--- src/rtl/pipe_stage_chain.sv ---
// Chain of pipeline interstage registers with per-stage valid, stall, flush,
// bubble collapsing and output backpressure.
module pipe_stage_chain #(
  parameter int unsigned DATA_W = 32,
  parameter int unsigned STAGES = 4,
  localparam int unsigned OCC_W = $clog2(STAGES + 1)
) (
  input  logic                     clk,
  input  logic                     rst,
  input  logic                     in_valid,
  input  logic [DATA_W-1:0]        in_data,
  output logic                     in_ready,
  input  logic [STAGES-1:0]        stall_vec,
  input  logic [STAGES-1:0]        flush_vec,
  output logic                     out_valid,
  output logic [DATA_W-1:0]        out_data,
  input  logic                     out_ready,
  output logic [STAGES-1:0]        stage_valid,
  output logic [STAGES*DATA_W-1:0] stage_data,
  output logic [OCC_W-1:0]         occupancy
);

  logic [STAGES-1:0]             valid_q, valid_d;
  logic [STAGES-1:0]             hold;
  logic [STAGES-1:0]             src_valid;
  logic [STAGES-1:0][DATA_W-1:0] data_q, data_d, src_data;
  logic [OCC_W-1:0]              occ_q, occ_d;

  // Empty stages never hold for downstream pressure, so bubbles get squeezed out.
  always_comb begin
    hold = '0;
    hold[STAGES-1] = stall_vec[STAGES-1] | (valid_q[STAGES-1] & ~out_ready);
    for (int i = int'(STAGES) - 2; i >= 0; i--) begin
      hold[i] = stall_vec[i] | (valid_q[i] & hold[i+1]);
    end
  end

  always_comb begin
    src_valid    = '0;
    src_data     = '0;
    src_valid[0] = in_valid;
    src_data[0]  = in_data;
    for (int i = 1; i < int'(STAGES); i++) begin
      // A held upstream stage hands on a bubble, not a copy of its entry.
      src_valid[i] = valid_q[i-1] & ~hold[i-1];
      src_data[i]  = data_q[i-1];
    end

    valid_d = valid_q;
    data_d  = data_q;
    for (int i = 0; i < int'(STAGES); i++) begin
      if (flush_vec[i]) begin
        valid_d[i] = 1'b0;
      end else if (!hold[i]) begin
        valid_d[i] = src_valid[i];
        if (src_valid[i]) begin
          data_d[i] = src_data[i];
        end
      end
    end

    occ_d = '0;
    for (int i = 0; i < int'(STAGES); i++) begin
      occ_d = occ_d + OCC_W'(valid_d[i]);
    end
  end

  always_ff @(posedge clk) begin
    if (rst) begin
      valid_q <= '0;
      data_q  <= '0;
      occ_q   <= '0;
    end else begin
      valid_q <= valid_d;
      data_q  <= data_d;
      occ_q   <= occ_d;
    end
  end

  assign in_ready    = ~hold[0];
  assign out_valid   = valid_q[STAGES-1];
  assign out_data    = data_q[STAGES-1];
  assign stage_valid = valid_q;
  assign stage_data  = data_q;
  assign occupancy   = occ_q;

endmodule

--- config.mk ---
export PLATFORM = sky130hd
export DESIGN_NAME = pipe_stage_chain
export DESIGN_NICKNAME = d
export VERILOG_FILES = /design/src/rtl/pipe_stage_chain.sv
export SDC_FILE = /design/constraint.sdc
export NUM_CORES = 1
export LEC_CHECK = 0
export ABC_AREA = 1
export ABC_CLOCK_PERIOD_IN_PS = 3100
export CORE_AREA = 8 8 119 121
export CTS_BUF_LIST = sky130_fd_sc_hd__clkbuf_8
export CTS_CLUSTER_SIZE = 20
export DETAILED_ROUTE_END_ITERATION = 6
export DIE_AREA = 0 0 127 129
export GPL_ROUTABILITY_DRIVEN = 0
export PLACE_DENSITY = 0.81
export SLEW_MARGIN = 20
export SYNTH_ARGS = -nofsm -noshare
export SYNTH_HDL_FRONTEND = slang
export SYNTH_SLANG_ARGS = --single-unit
--- constraint.sdc ---
create_clock -name clk -period 3.1 [get_ports clk]
set_input_delay 0.465 -clock clk [delete_from_list [all_inputs] [get_ports clk]]
set_output_delay 0.465 -clock clk [all_outputs]
set_load 0.02 [all_outputs]
==> impl_metrics.prom, run 1 <==
# TYPE chip_impl_metric gauge
chip_impl_info{name="synth_top_family_by_area",value="simple AND/OR/NAND/NOR gates"} 1
chip_impl_metric{name="synth_area",unit="um2"} 5420
chip_impl_info{name="result_of_the_run",value="completed"} 1
chip_impl_metric{name="route.detailed.wl_per_inst",unit="um"} 14.4
chip_impl_metric{name="achievable-frequency",unit="MHz"} 380
chip_impl_metric{name="clkSlewWorstSetupHoldPaths",unit="ps"} 70
chip_impl_metric{name="compound_gate_fraction_of_synth_area",unit="%"} 6.21
chip_impl_metric{name="die_height",unit="um"} 129
chip_impl_info{name="mostFrequentLayoutCell",value="sky130_fd_sc_hd__clkdlybuf4s50_1"} 1
chip_impl_metric{name="netlist-cell-type-count",unit=""} 21
chip_impl_info{name="clockRootBuffer",value="sky130_fd_sc_hd__clkbuf_8"} 1
chip_impl_info{name="critical_path.endpoint_type",value="output pin"} 1
chip_impl_metric{name="final-max-slew-violation-count",unit=""} 0
chip_impl_metric{name="post-route-period-util",unit="%"} 84.9
chip_impl_metric{name="die_width",unit="um"} 127
chip_impl_metric{name="post_synth_and_or_nand_nor_area_fraction",unit="%"} 30.3
chip_impl_metric{name="grt_first_pass_wirelength",unit="mm"} 24.5
chip_impl_metric{name="first_global_vias",unit=""} 4594
chip_impl_metric{name="antenna_cells_inserted",unit=""} 0
chip_impl_metric{name="num-fill-cells",unit=""} 1114
chip_impl_info{name="synth.largest_area_cell",value="sky130_fd_sc_hd__dfxtp_1"} 1
chip_impl_metric{name="max_cap_violations",unit=""} 0
chip_impl_metric{name="avgViaCountPerCell",unit=""} 4.63
chip_impl_metric{name="drt_first_pass_iters",unit=""} 7
chip_impl_metric{name="post_layout_net_count",unit=""} 963
chip_impl_metric{name="core_region_area",unit="um2"} 12300
chip_impl_metric{name="leakage_power_summed_over_all_cells",unit="uW"} 0.00317
chip_impl_metric{name="cts-buffers-inserted",unit=""} 17
chip_impl_metric{name="synth_area_per_cell",unit="um2"} 7.27
chip_impl_metric{name="io_buffers",unit=""} 212
chip_impl_metric{name="synth-adder-area-share",unit="%"} 0.830
chip_impl_metric{name="h-tree-depth",unit=""} 4
chip_impl_metric{name="layout-area-overhead-vs-synth",unit="%"} 42.1
chip_impl_info{name="start_kind",value="input pin"} 1
chip_impl_metric{name="drt_first_iter_violations",unit=""} 240
chip_impl_metric{name="antenna_found_initial",unit=""} 0
chip_impl_metric{name="hpwl_after_detailed_placement",unit="mm"} 11.6
chip_impl_metric{name="clk_path_buf_depth",unit=""} 2
chip_impl_info{name="timing.hold.worst.class",value="register to register"} 1
chip_impl_metric{name="synth_xor_area_share",unit="%"} 0
chip_impl_metric{name="postCtsSetupBuffers",unit=""} 0
chip_impl_metric{name="io_pins",unit=""} 213
chip_impl_metric{name="wirelength",unit="mm"} 15.5
chip_impl_info{name="rsz0062_at_grt",value="no"} 1
chip_impl_metric{name="worst-slew-pin-transition",unit="ps"} 617
chip_impl_metric{name="relative_slew_margins",unit="%"} 58.8
chip_impl_info{name="final_cell_mix",value="sky130_fd_sc_hd__clkdlybuf4s50_1, sky130_fd_sc_hd__nor2_1, sky130_fd_sc_hd__nand2_1, sky130_fd_sc_hd__dfxtp_1, sky130_fd_sc_hd__inv_1"} 1
chip_impl_metric{name="synth.area.mux_share",unit="%"} 0
chip_impl_metric{name="final.hold.worst_slack",unit="ps"} 479
chip_impl_metric{name="power.ir.vdd_worst",unit="mV"} 0.272
chip_impl_metric{name="grt_remaining_overflow",unit=""} 0
chip_impl_metric{name="ys_seq_elements",unit=""} 135
chip_impl_metric{name="post-synth-top-area-fraction",unit="%"} 49.8
chip_impl_metric{name="fp.dieArea",unit="um2"} 16400
chip_impl_metric{name="final-setup-viol-count",unit=""} 0
chip_impl_metric{name="drt.antenna.violating_nets",unit=""} 0
chip_impl_metric{name="syn-instance-count",unit=""} 746
chip_impl_metric{name="critical_path.max_fanout",unit=""} 2
chip_impl_metric{name="clock_sinks",unit=""} 135
chip_impl_metric{name="starting_utilization_of_the_core_area",unit="%"} 44.1
chip_impl_metric{name="hold_viol_final",unit=""} 0
chip_impl_metric{name="finClkSkew",unit="ps"} 7.78
chip_impl_info{name="cts_tree",value="yes"} 1
chip_impl_metric{name="ys_seq_area_share",unit="%"} 49.8
chip_impl_metric{name="timing.critical_path.required",unit="ps"} 2630
chip_impl_metric{name="layout-drive-gt1-share",unit="%"} 5.17
chip_impl_metric{name="postSynthNetCount",unit=""} 793
chip_impl_metric{name="power.density",unit="nW/um2"} 449
chip_impl_metric{name="finalWorstPathRequiredPeriod",unit="ps"} 2630
chip_impl_metric{name="post_cts.resized_instances",unit=""} 0
chip_impl_info{name="crit_type",value="input pin to output pin"} 1
chip_impl_metric{name="synth-warning-count",unit=""} 0
chip_impl_metric{name="clkLatencyLatePin",unit="ps"} 430
chip_impl_metric{name="row_cnt",unit=""} 41
chip_impl_metric{name="routed-via-count",unit=""} 5001
chip_impl_metric{name="number_of_remaining_drc_errors",unit=""} 0
chip_impl_info{name="synth_top_cells_by_area",value="sky130_fd_sc_hd__dfxtp_1, sky130_fd_sc_hd__nor2_1, sky130_fd_sc_hd__nand2_1"} 1
chip_impl_metric{name="setup_total_negative_slack",unit="ps"} 0
chip_impl_metric{name="hold_buffers",unit=""} 0
chip_impl_metric{name="cp.arrival",unit="ps"} 2170
chip_impl_metric{name="grt_start_max_net_pins",unit=""} 65
chip_impl_metric{name="grt_usage",unit="%"} 19.0
-- kinds of logic after synthesis --
| group | after synthesis |
|---|---|
| adders and majority gates | 3 |
| buffers and inverters | 126 |
| AOI/OAI and AO/OA | 67 |
| DFF | 135 |
| and+or+nand+nor | 415 |
-- per-stage QoR --
step	util, %	setup slack [ps]	total power, uW	std cells	cell area, um2
finish	62.6	469	3460	1079	7700
global route	62.6	365	3620	1079	7700
CTS	62.6	469	3490	1079	7700
detailed placement	59.6	183	2160	1047	7340
global placement	59.6	269	2160	1047	7340
floorplan	-	688	2010	746	5420
-- critical path, cell delays in order --
cell	delay, ps
sky130_fd_sc_hd__clkdlybuf4s50_1	450
sky130_fd_sc_hd__inv_1	40
sky130_fd_sc_hd__nand2_2	50
sky130_fd_sc_hd__nand2_1	60
sky130_fd_sc_hd__nand2_1	50
sky130_fd_sc_hd__nand2_1	90
sky130_fd_sc_hd__nand2_2	100
sky130_fd_sc_hd__nand2_2	70
sky130_fd_sc_hd__nand2_2	70
sky130_fd_sc_hd__nand2_1	60
sky130_fd_sc_hd__inv_1	50
sky130_fd_sc_hd__clkdlybuf4s50_1	600
-- synth_stat cells --
master	number
sky130_fd_sc_hd__a21oi_1	34
sky130_fd_sc_hd__a31oi_1	1
sky130_fd_sc_hd__buf_2	7
sky130_fd_sc_hd__buf_4	39
sky130_fd_sc_hd__buf_6	9
sky130_fd_sc_hd__clkbuf_1	20
sky130_fd_sc_hd__dfxtp_1	135
sky130_fd_sc_hd__fa_1	1
sky130_fd_sc_hd__ha_1	2
sky130_fd_sc_hd__inv_1	50
sky130_fd_sc_hd__inv_2	1
sky130_fd_sc_hd__nand2_1	170
sky130_fd_sc_hd__nand2_2	4
sky130_fd_sc_hd__nand3_1	33
sky130_fd_sc_hd__nand3_2	1
sky130_fd_sc_hd__nand4_2	1
sky130_fd_sc_hd__nor2_1	203
sky130_fd_sc_hd__nor2_8	1
sky130_fd_sc_hd__nor3_1	1
sky130_fd_sc_hd__nor4_1	1
sky130_fd_sc_hd__o21ai_0	32
-- report_power, final --
group	leakage (uW)	switching (uW)	internal [uW]	total [uW]
clock	0.000219	619	717	1340
combinational	0.00186	183	152	335
sequential	0.00109	18.4	1770	1780
-- registers in the layout, indices dropped and copies added (netlist names) --
signal	count
occupancy	3
out_data	32
stage_data	96
stage_valid	4
-- final cells by class --
class	instances	area, um2	area share, %
Timing Repair Buffer	226	2230	28.9
Multi-Input combinational cell	485	2030	26.3
Clock buffer	22	303	3.93
Clock inverter	10	65.1	0.844
Tap cell	150	188	2.44
Sequential cell	135	2700	35.1
Inverter	51	191	2.48
-- worst paths after layout --
check / start / to / slack, ps / depth (start not counted)
worst max-delay path: out_ready / in_ready / 470 / 12
worst min-delay path: stage_data[81] / stage_data[81] / 480 / 2
worst max register to register: stage_valid[3] / occupancy[1] / 670 / 17
worst min register to register: stage_data[81] / stage_data[81] / 480 / 2
-- layer usage --
layer / vias up / track usage, % / routed length (um)
met5: - / 0 / 0
met4: 0 / 9.80 / 470
met3: 30 / 6.29 / 1110
met2: 165 / 29.3 / 7100
met1: 2214 / 23.2 / 6820
li1: 2592 / - / -
No activity file was read; power rests on OpenSTA's default activity.
==> inputs of run 2 (changes only) <==
Settings changed: ABC_CLOCK_PERIOD_IN_PS 3100 to 2600.
Clock period 3.1 ns to 2.6 ns, I/O delays scaled along.
==> run 2 against run 1 <==
Clock skew shrank 3.6 ps. Hold slack lost 4.2 ps. Sequential cell count is the same. Largest power group unchanged. Highest routed layer unchanged.
==> impl_metrics.prom, run 2 (synthesis gave the netlist of run 1 again) <==
# TYPE chip_impl_metric gauge
chip_impl_metric{name="leakage_power_summed_over_all_cells",unit="uW"} 0.00324
chip_impl_metric{name="clkSlewWorstSetupHoldPaths",unit="ps"} 70
chip_impl_metric{name="core_region_area",unit="um2"} 12300
chip_impl_info{name="start_kind",value="register"} 1
chip_impl_metric{name="placed_cells",unit=""} 1056
chip_impl_metric{name="final-max-slew-violation-count",unit=""} 0
chip_impl_metric{name="placed_cell_area",unit="um2"} 7440
chip_impl_metric{name="final.hold.worst_slack",unit="ps"} 475
chip_impl_metric{name="starting_utilization_of_the_core_area",unit="%"} 44.1
chip_impl_info{name="final_cell_mix",value="sky130_fd_sc_hd__clkdlybuf4s50_1, sky130_fd_sc_hd__nor2_1, sky130_fd_sc_hd__nand2_1, sky130_fd_sc_hd__dfxtp_1, sky130_fd_sc_hd__inv_1"} 1
chip_impl_metric{name="clk_path_buf_depth",unit=""} 2
chip_impl_metric{name="routed-via-count",unit=""} 5042
chip_impl_info{name="cts_tree",value="yes"} 1
chip_impl_metric{name="layout.cell_area.non_filler",unit="um2"} 7870
chip_impl_metric{name="grt_first_pass_wirelength",unit="mm"} 24.1
chip_impl_metric{name="groute.layer.met3.usage",unit="%"} 6.21
chip_impl_info{name="clockRootBuffer",value="sky130_fd_sc_hd__clkbuf_8"} 1
chip_impl_info{name="slowest_library_cell_on_the_worst_path",value="sky130_fd_sc_hd__fa_1"} 1
chip_impl_info{name="cp-endpoint",value="occupancy[1]"} 1
chip_impl_metric{name="setup_slack",unit="ps"} 247
chip_impl_info{name="rsz0062_at_grt",value="no"} 1
chip_impl_metric{name="antenna_cells_inserted",unit=""} 0
chip_impl_info{name="critical_path.cell_chain",value="nand2_2 > nand2_1 > nand2_1 > nand2_1 > nand2_2 > nand2_2 > nand2_2 > nand2_1 > nand2_1 > nand2_1 > inv_1 > fa_1 > inv_1 > ha_1 > ha_1 > inv_1 > nor2_1"} 1
chip_impl_metric{name="clkLatencyLatePin",unit="ps"} 440
chip_impl_info{name="start_point_of_the_critical_path",value="stage_valid[3]"} 1
chip_impl_info{name="cell_class_contributing_the_biggest_share_of_worst_path_delay",value="adder cells"} 1
chip_impl_metric{name="drt_first_iter_violations",unit=""} 252
chip_impl_info{name="timing.hold.worst.class",value="register to register"} 1
chip_impl_metric{name="hold_viol_final",unit=""} 0
chip_impl_metric{name="use_met1",unit="%"} 21.5
chip_impl_metric{name="crit_path_max_incr_delay",unit="ps"} 530
chip_impl_metric{name="finalWorstPathRequiredPeriod",unit="ps"} 2350
chip_impl_metric{name="layout-area-overhead-vs-synth",unit="%"} 45.1
chip_impl_metric{name="cts-buffers-inserted",unit=""} 17
chip_impl_metric{name="io_buffers",unit=""} 212
chip_impl_info{name="mostFrequentLayoutCell",value="sky130_fd_sc_hd__clkdlybuf4s50_1"} 1
chip_impl_metric{name="clock_sinks",unit=""} 135
chip_impl_metric{name="timing.critical_path.depth",unit=""} 17
chip_impl_metric{name="cp.arrival",unit="ps"} 2670
chip_impl_metric{name="route.detailed.wl_per_inst",unit="um"} 14.3
chip_impl_metric{name="timing.reg2reg.worst_path_depth",unit=""} 17
chip_impl_metric{name="h-tree-depth",unit=""} 4
chip_impl_metric{name="grt_remaining_overflow",unit=""} 0
chip_impl_metric{name="worst-slew-pin-transition",unit="ps"} 621
chip_impl_info{name="crit_type",value="register to register"} 1
chip_impl_metric{name="largest_reg_flops",unit=""} 96
chip_impl_metric{name="relative_slew_margins",unit="%"} 58.6
chip_impl_metric{name="crit_buf_inv",unit=""} 3
chip_impl_metric{name="wirelength",unit="mm"} 15.5
chip_impl_metric{name="die_height",unit="um"} 129
chip_impl_metric{name="layout-drive-gt1-share",unit="%"} 6.82
chip_impl_info{name="critical_path.endpoint_type",value="register"} 1
chip_impl_metric{name="setup_total_negative_slack",unit="ps"} 0
chip_impl_metric{name="critical_path.max_fanout",unit=""} 4
chip_impl_metric{name="avgViaCountPerCell",unit=""} 4.63
chip_impl_metric{name="fp.dieArea",unit="um2"} 16400
chip_impl_metric{name="antenna_found_initial",unit=""} 0
chip_impl_metric{name="hold_buffers",unit=""} 0
chip_impl_metric{name="hpwl_after_detailed_placement",unit="mm"} 11.7
chip_impl_metric{name="first_global_vias",unit=""} 4678
chip_impl_metric{name="drt_first_pass_iters",unit=""} 5
chip_impl_metric{name="row_cnt",unit=""} 41
chip_impl_metric{name="achievable-frequency",unit="MHz"} 425
chip_impl_metric{name="grt_usage",unit="%"} 18.7
chip_impl_metric{name="post_layout_net_count",unit=""} 972
chip_impl_metric{name="power.ir.vdd_worst",unit="mV"} 0.320
chip_impl_metric{name="gr-usage-met2",unit="%"} 31.0
chip_impl_metric{name="io_pins",unit=""} 213
chip_impl_metric{name="number_of_remaining_drc_errors",unit=""} 0
chip_impl_metric{name="final-setup-viol-count",unit=""} 0
chip_impl_metric{name="final_cell_count_no_fill",unit=""} 1088
chip_impl_info{name="rr_startpoint",value="stage_valid[3]"} 1
chip_impl_metric{name="dpl_worst_slack",unit="ps"} -201
chip_impl_metric{name="max_cap_violations",unit=""} 0
chip_impl_info{name="gr-max-usage-layer",value="met2"} 1
chip_impl_metric{name="grt_start_max_net_pins",unit=""} 65
chip_impl_metric{name="regToRegSetupSlack",unit="ps"} 250
chip_impl_metric{name="timing.critical_path.required",unit="ps"} 2920
chip_impl_metric{name="finClkSkew",unit="ps"} 4.20
chip_impl_metric{name="post-route-period-util",unit="%"} 90.5
chip_impl_info{name="cp_common_cell",value="sky130_fd_sc_hd__nand2_1"} 1
chip_impl_metric{name="die_width",unit="um"} 127
chip_impl_metric{name="drt.antenna.violating_nets",unit=""} 0
chip_impl_metric{name="power.density",unit="nW/um2"} 555
chip_impl_info{name="result_of_the_run",value="completed"} 1
chip_impl_info{name="regToRegEndpoint",value="occupancy[1]"} 1
chip_impl_metric{name="min_path_cells",unit=""} 2
[run 2: cell count changes in the layout (fill, tap and decap cells not counted), sizes merged]
cell and delta:
inv -7, clkdlybuf4s50 -1, clkinv +5, buf +9, bufinv +2, dlymetal6s2s +1
[run 2: layer usage]
| metal | part of all wire [%] | wire (um) |
|---|---|---|
| met1 | 43 | 6690 |
| met4 | 2.0 | 316 |
| met2 | 47 | 7350 |
| met5 | 0 | 0 |
| met3 | 7.6 | 1180 |
[run 2: power breakdown]
group / switching, uW / internal, uW / total [uW]
clock: 763 / 1060 / 1830
sequential: 22.1 / 2110 / 2130
combinational: 221 / 193 / 413
[run 2: worst register-to-register path: stages, from the launching register on]
cell and delay [ps]:
sky130_fd_sc_hd__dfxtp_1 400, sky130_fd_sc_hd__nand2_2 80, sky130_fd_sc_hd__nand2_1 70, sky130_fd_sc_hd__nand2_1 50
sky130_fd_sc_hd__nand2_1 100, sky130_fd_sc_hd__nand2_2 80, sky130_fd_sc_hd__nand2_2 70, sky130_fd_sc_hd__nand2_2 60
sky130_fd_sc_hd__nand2_1 80, sky130_fd_sc_hd__nand2_1 50, sky130_fd_sc_hd__nand2_1 50, sky130_fd_sc_hd__inv_1 60
sky130_fd_sc_hd__fa_1 530, sky130_fd_sc_hd__inv_1 40, sky130_fd_sc_hd__ha_1 170, sky130_fd_sc_hd__ha_1 270
sky130_fd_sc_hd__inv_1 50, sky130_fd_sc_hd__nor2_1 30
[run 2: worst min-delay path by stage]
| stage | start | end | slack [ps] |
|---|---|---|---|
| after floorplan | flush_vec[2] | stage_valid[2] | 470 |
| after global placement | stage_data[81] | stage_data[81] | 460 |
| after detailed placement | stage_data[75] | stage_data[75] | 470 |
| after CTS | stage_data[75] | stage_data[75] | 480 |
| after global routing | stage_data[75] | stage_data[75] | 500 |
| final | stage_data[75] | stage_data[75] | 470 |
[run 2: per-stage QoR]
stage	utilization, %	total power (uW)
floorplan	-	2390
CTS	63.9	4400
detailed placement	60.4	2590
global route	63.9	4540
global placement	60.4	2580
finish	63.9	4370
[run 2: what timing repair did]
action | in CTS | in global routing
endpoints found under the hold margin | 0 | 0
resized for setup | 0 | 1
endpoints found under the setup margin | 0 | 1
setup buffers | 0 | 0
[run 2: layout make-up]
type	count	area, um2
well taps	150	188
inverters	51	191
clock buffers	22	303
clock inverters	10	124
multi-input cells	485	2030
fillers	1095	4440
flip-flops and latches	135	2700
repair buffers	235	2330
